<file path="src/rtl/button_debouncer.sv">
// button_debouncer: per-button 2-flop sync + debounce FSM; clk/rst in, btn_in raw, btn_level/btn_press/btn_release registered out
module button_debouncer #(
  parameter int N_BTN = 5,
  parameter int DEBOUNCE_CYCLES = 2000000
) (
  input  logic             clk,
  input  logic             rst,
  input  logic [N_BTN-1:0] btn_in,
  output logic [N_BTN-1:0] btn_level,
  output logic [N_BTN-1:0] btn_press,
  output logic [N_BTN-1:0] btn_release
);
  localparam int CW = (DEBOUNCE_CYCLES > 2) ? $clog2(DEBOUNCE_CYCLES) : 1;
  localparam logic [CW-1:0] CNT_MAX = CW'(DEBOUNCE_CYCLES - 1);
  typedef enum logic [1:0] {IDLE, PRESS_CHK, DOWN, RELEASE_CHK} state_t;
  for (genvar i = 0; i < N_BTN; i++) begin : g_btn
    state_t state_q, state_d;
    logic [CW-1:0] cnt_q, cnt_d;
    logic sync1_q, sync2_q;
    logic level_q, level_d, press_q, press_d, release_q, release_d;
    always_comb begin
      state_d   = state_q;
      cnt_d     = cnt_q;
      level_d   = level_q;
      press_d   = 1'b0;
      release_d = 1'b0;
      case (state_q)
        IDLE: begin
          state_d = sync2_q ? PRESS_CHK : IDLE;
          cnt_d   = '0;
        end
        PRESS_CHK: begin
          if (!sync2_q) begin
            state_d = IDLE;
            cnt_d   = '0;
          end else if (cnt_q == CNT_MAX) begin
            state_d = DOWN;
            cnt_d   = '0;
            level_d = 1'b1;
            press_d = 1'b1;
          end else begin
            cnt_d = cnt_q + CW'(1);
          end
        end
        DOWN: begin
          state_d = sync2_q ? DOWN : RELEASE_CHK;
          cnt_d   = '0;
        end
        RELEASE_CHK: begin
          if (sync2_q) begin
            state_d = DOWN;
            cnt_d   = '0;
          end else if (cnt_q == CNT_MAX) begin
            state_d   = IDLE;
            cnt_d     = '0;
            level_d   = 1'b0;
            release_d = 1'b1;
          end else begin
            cnt_d = cnt_q + CW'(1);
          end
        end
        default: begin
          state_d = IDLE;
          cnt_d   = '0;
        end
      endcase
    end
    always_ff @(posedge clk or posedge rst) begin
      if (rst) begin
        state_q   <= IDLE;
        cnt_q     <= '0;
        sync1_q   <= 1'b0;
        sync2_q   <= 1'b0;
        level_q   <= 1'b0;
        press_q   <= 1'b0;
        release_q <= 1'b0;
      end else begin
        state_q   <= state_d;
        cnt_q     <= cnt_d;
        sync1_q   <= btn_in[i];
        sync2_q   <= sync1_q;
        level_q   <= level_d;
        press_q   <= press_d;
        release_q <= release_d;
      end
    end
    assign btn_level[i]   = level_q;
    assign btn_press[i]   = press_q;
    assign btn_release[i] = release_q;
  end
endmodule
</file>
<file path="config.mk">
export PLATFORM = sky130hd
export DESIGN_NAME = button_debouncer
export DESIGN_NICKNAME = d
export VERILOG_FILES = /design/src/rtl/button_debouncer.sv
export SDC_FILE = /design/constraint.sdc
export NUM_CORES = 1
export LEC_CHECK = 0
export ABC_AREA = 1
export BUFFER_PORTS_ARGS = -buffer_cell sky130_fd_sc_hd__buf_2
export CORE_UTILIZATION = 30
export DETAILED_ROUTE_END_ITERATION = 12
export GPL_TIMING_DRIVEN = 0
export SLEW_MARGIN = 40
export SYNTH_ARGS = -nofsm -noshare
export SYNTH_HDL_FRONTEND = slang
export SYNTH_SLANG_ARGS = --single-unit
</file>
<file path="constraint.sdc">
create_clock -name clk -period 4.24 [get_ports clk]
set_clock_uncertainty 0.15 [all_clocks]
set_input_delay 0.424 -clock clk [delete_from_list [all_inputs] [get_ports clk]]
set_output_delay 0.424 -clock clk [all_outputs]
set_load 0.1 [all_outputs]
</file>
# Word level (Yosys, flattened, before mapping)

Cells that the tools add are included.

Flip-flop bits (word level): 140
Logic and storage cells: 220
Input port bits: 7
Output and inout port bits: 15

Mux-type cells: 105
Reductions and logical operators: 25
Equality and inequality tests: 50
Add/sub/neg operators: 5

Operator list:

| cell                                                            | number |
|---|---|
| 21-bit 2-to-1 mux                                               | 15 |
| 21-bit case mux with 3 select lines                             | 5 |
| 21-bit by 1-bit adder with 21-bit output, second input constant | 5 |
| 21-bit == test, second input constant                           | 5 |
| 1-bit 2-to-1 mux                                                | 55 |
| 2-bit 2-to-1 mux                                                | 20 |
| 2-bit != test, second input constant                            | 20 |
| 2-bit case mux with 4 select lines                              | 5 |
| 3-bit != test, second input constant                            | 10 |
| 5-bit AND reduction                                             | 5 |
| 2-bit == test, second input constant                            | 10 |
| 2-bit by 1-bit == test with 1-bit output, second input constant | 5 |
| 2-bit logical NOT                                               | 5 |
| 1-bit case mux with 2 select lines                              | 5 |
| 2-bit AND reduction                                             | 5 |
| 2-bit nonzero test                                              | 5 |
| 2-bit OR reduction                                              | 5 |

# Longest topological paths before layout

Depth in word-level cells: 4
Gate-level depth with buffers: 10
Mapped depth without buffers: 10

# Worst setup path after synthesis

No wires, ideal clock.

Kind: reg2reg
Start: reg g_btn[0].cnt_q[0]
End: reg g_btn[0].cnt_q[0]
Cell stages (with the launch flop): 10
Buffers on the path: 1
Path slack: 2.574 ns
Arrival: 1.448 ns
Clock period less this slack: 1.666 ns
Required time: 4.021 ns
Library setup time: 0.069 ns
Cell sequence: dfrtp_1 > ha_1 > nand3_1 > inv_2 > nand2_1 > nor2_4 > a21oi_4 > inv_4 > buf_12 > nor2_2

Longest elaborated chain between the ends: 4
Elaborated cells on any way between the ends: 6
Classes of those cells: 1 x add/sub; 1 x eq/ne; 4 x mux

Ends and longest elaborated chain:

| what                                                                       | RTL line | source |
|---|---|---|
| from (decl)                                                                | 18       | `logic [CW-1:0] cnt_q, cnt_d;` |
| from (signal assigned)                                                     | 79       | `cnt_q <= cnt_d;` |
| 21-bit by 1-bit adder with 21-bit output or 21-bit == test (tied branches) | --       |  |
| 21-bit 2-to-1 mux (*)                                                      | 36, 53   |  |
| 21-bit 2-to-1 mux, on equally long branches                                | 50, 33   |  |
| 21-bit case mux with 3 select lines (*)                                    | 27       | `case (state_q)` |
| named net g_btn[0].cnt_d[0]                                                | 18       |  |

The timed path passes the listed nets; every way through them passes the cells marked *.
A chain may end at the register's enable or synchronous reset.

# Worst setup path in the final report

Start: reg g_btn[1].cnt_q[0]
End: reg g_btn[1].cnt_q[14]

Longest elaborated chain between the ends: 4
Elaborated cells on any way between the ends: 6
Classes of those cells: 1 x add/sub; 1 x eq/ne; 4 x mux

Ends and longest elaborated chain:

| what                                                                       | RTL line |
|---|---|
| from (decl)                                                                | 18 |
| from (signal assigned)                                                     | 79 |
| 21-bit by 1-bit adder with 21-bit output or 21-bit == test (tied branches) | -- |
| 21-bit 2-to-1 mux (*)                                                      | 36, 53 |
| 21-bit 2-to-1 mux, on equally long branches                                | 50, 33 |
| 21-bit case mux with 3 select lines (*)                                    | 27 |
| named net g_btn[1].cnt_d[14]                                               | 18 |

Marked as above.

==> flow_summary.json <==
{
  "status": "completed",
  "clock-sinks": 140,
  "crit_start": "g_btn[1].cnt_q[0]",
  "synth_nets": 1032,
  "p_leak_nw": 4.12,
  "via_per_inst": 4.41,
  "criticalPathCategory": "flip-flop to flip-flop",
  "portBuffers": 21,
  "seq_area_sq_um": 3500,
  "seq_area_frac_synth_pct": 46.2,
  "clk_pin_slew_worst_paths_ps": 60,
  "p_per_area_nw_per_um2": 334,
  "dp_hpwl_um": 11500,
  "fmax_mhz": 508,
  "track_usage_pct": 13.2,
  "relSlewSlack_pct": 66.2,
  "grt_max_degree": 26,
  "fin_cells": 1407,
  "crit_path_max_fanout": 6,
  "final_cell_mix": "239 x nand2_1, 212 x nor2_1, 147 x inv_1",
  "fillers": 2556,
  "drive_above_1_share_pct": 10.9,
  "syn2layout_area_growth_pct": 17.4,
  "routedWlPerCell_um": 11.1,
  "vias": 6204,
  "synthCells": 1020,
  "drv_slew": 0,
  "timing.rr.start": "g_btn[1].cnt_q[0]",
  "ys_warn_count": 0,
  "grt_pass1_wl_um": 27900,
  "cts_resized": 0,
  "synth_area_sq_um": 7580,
  "antenna_found_initial": 0,
  "min_from": "g_btn[1].sync1_q",
  "end_kind": "flip-flop",
  "dieWidth_um": 161,
  "setup_viol": 0,
  "cts_setup_buffers": 0,
  "rsz0062_at_grt": "false",
  "ant_nets": 0,
  "drtIter0Drc": 409,
  "drt_wl_total_um": 15600,
  "fin_crit_ps": 1970,
  "clk_latency_ps": 420,
  "htreeDepth": 4,
  "synth_cell_type_count": 34,
  "drtPass1Iterations": 5,
  "finish.net_count": 1084,
  "initial_core_util_pct": 30.9,
  "worstPathRequired_ps": 4390,
  "coreArea_sq_um": 24500,
  "rows": 57,
  "worst_slew_pin_slew_ps": 506,
  "syn_area_per_cell_sq_um": 7.43,
  "diodes": 0,
  "grt.overflow.total": 0,
  "numCtsBuffers": 17,
  "crit_arrival_ps": 2120,
  "clock_path_buffers": 2,
  "multi_input_area_sq_um": 3330,
  "vdd_drop_max_v": 0.000255,
  "period_share_pct": 46.4,
  "layout_commonest_cell": "nand2_1",
  "place_congestion": 0.897,
  "dp_cells": 1371,
  "drc": 0,
  "ys_seq_elements": 140,
  "hold_viol_final": 0,
  "chipHeight_um": 161,
  "hp-class": "flip-flop to flip-flop",
  "cts-root-buf": "clkbuf_16",
  "tns_ps": 0,
  "grt_pass1_vias": 5974,
  "drv_cap": 0,
  "die-area_sq_um": 25900,
  "num_io_pins": 22,
  "cts_tree": "done",
  "cp-start-kind": "flip-flop"
}
==> layout make-up <==
| type | count | area share [%] |
|---|---|---|
| multi-input combinational | 706 | 37.4 |
| buffer | 22 | 1.96 |
| inverter | 152 | 6.49 |
| clock inverter | 10 | 1.59 |
| sequential | 140 | 39.4 |
| timing repair buffer | 33 | 3.46 |
| tap | 324 | 4.56 |
| clock buffer | 20 | 5.14 |
==> critical path: stages, from the launching register on <==
cell and delay, ps:
dfrtp_1 410, ha_1 270, nand3_2 160, nor2_1 200, nand3_1 170, nor2_1 250, nand3_1 110, nand2_1 90
nor2_1 40
==> cell usage after synthesis (all sizes together) <==
cell | number | area share, %
a21oi | 19 | 1.6
a31oi | 6 | 0.50
and2 | 2 | 0.18
buf | 22 | 2.3
dfrtp | 140 | 46
ha | 5 | 0.83
inv | 152 | 7.6
nand2 | 241 | 12
nand3 | 65 | 4.5
nand4 | 38 | 3.1
nor2 | 232 | 12
nor3 | 42 | 3.0
nor3b | 6 | 0.59
nor4 | 1 | 0.083
o21ai | 13 | 0.86
or2 | 2 | 0.17
xnor2 | 6 | 0.69
xor2 | 28 | 3.3
==> through the flow <==
step	hold slack [ps]	area, sq um	power (mW)	worst slack, ps	util (%)
5_1_grt	212	8890	3.09	2010	36.3
3_3_place_gp	186	8090	1.46	909	33.0
4_1_cts	4.16	8880	3.02	2250	36.2
2_1_floorplan	181	7580	1.44	1920	-
3_5_place_dp	187	8240	1.48	2250	33.6
6_report	200	8890	2.97	2270	36.3
==> per-layer routing <==
layer / wire, um / share of wire, % / track usage [%] / vias up
li1: - / - / - / 3274
met1: 7950 / 51 / 18.2 / 2808
met2: 6850 / 44 / 20.3 / 112
met3: 583 / 3.7 / 3.07 / 10
met4: 176 / 1.1 / 4.20 / 0
met5: 0 / 0 / 0 / -
==> power by group <==
| part | switching [mW] | total, mW | internal, mW |
|---|---|---|---|
| logic | 0.0625 | 0.0972 | 0.0347 |
| registers | 0.0104 | 1.36 | 1.35 |
| clock network | 0.566 | 1.52 | 0.951 |
==> kinds of logic (layout without fill, tap and decap cells) <==
family          after synthesis  after routing  synth area share (%)
fa+ha+maj                     5              5                 0.825
simple gates                629            629                  36.1
flops                       140            140                  46.2
xor+xnor                     34             34                  4.03
compound gates               38             38                  2.96
buf+inv                     174            237                  9.86
==> sequential cells by signal (all words and copies together), names as in the netlist, named ones only <==
signal / count
g_btn.cnt_q: 105
g_btn.press_q: 5
g_btn.level_q: 5
g_btn.state_q: 5
g_btn.sync2_q: 5
g_btn.release_q: 5
g_btn.sync1_q: 5
==> path summary, 6_finish.rpt <==
kind | endpoint | slack [ps] | cells past startpoint
worst max-delay path | g_btn[1].cnt_q[14] | 2270 | 8
worst min-delay path | g_btn[1].sync2_q | 200 | 0
worst max register to register | g_btn[1].cnt_q[14] | 2270 | 8
worst min register to register | g_btn[1].sync2_q | 200 | 0
max in group asynchronous | g_btn[1].press_q | 2800 | 5
min in group asynchronous | g_btn[4].release_q | 440 | 3
==> repair_timing <==
item,in CTS,in global routing
hold buffers,5,1
setup endpoints to repair,0,0
hold endpoints to repair,21,1
Note: power is estimated with default switching activity, not from simulation.
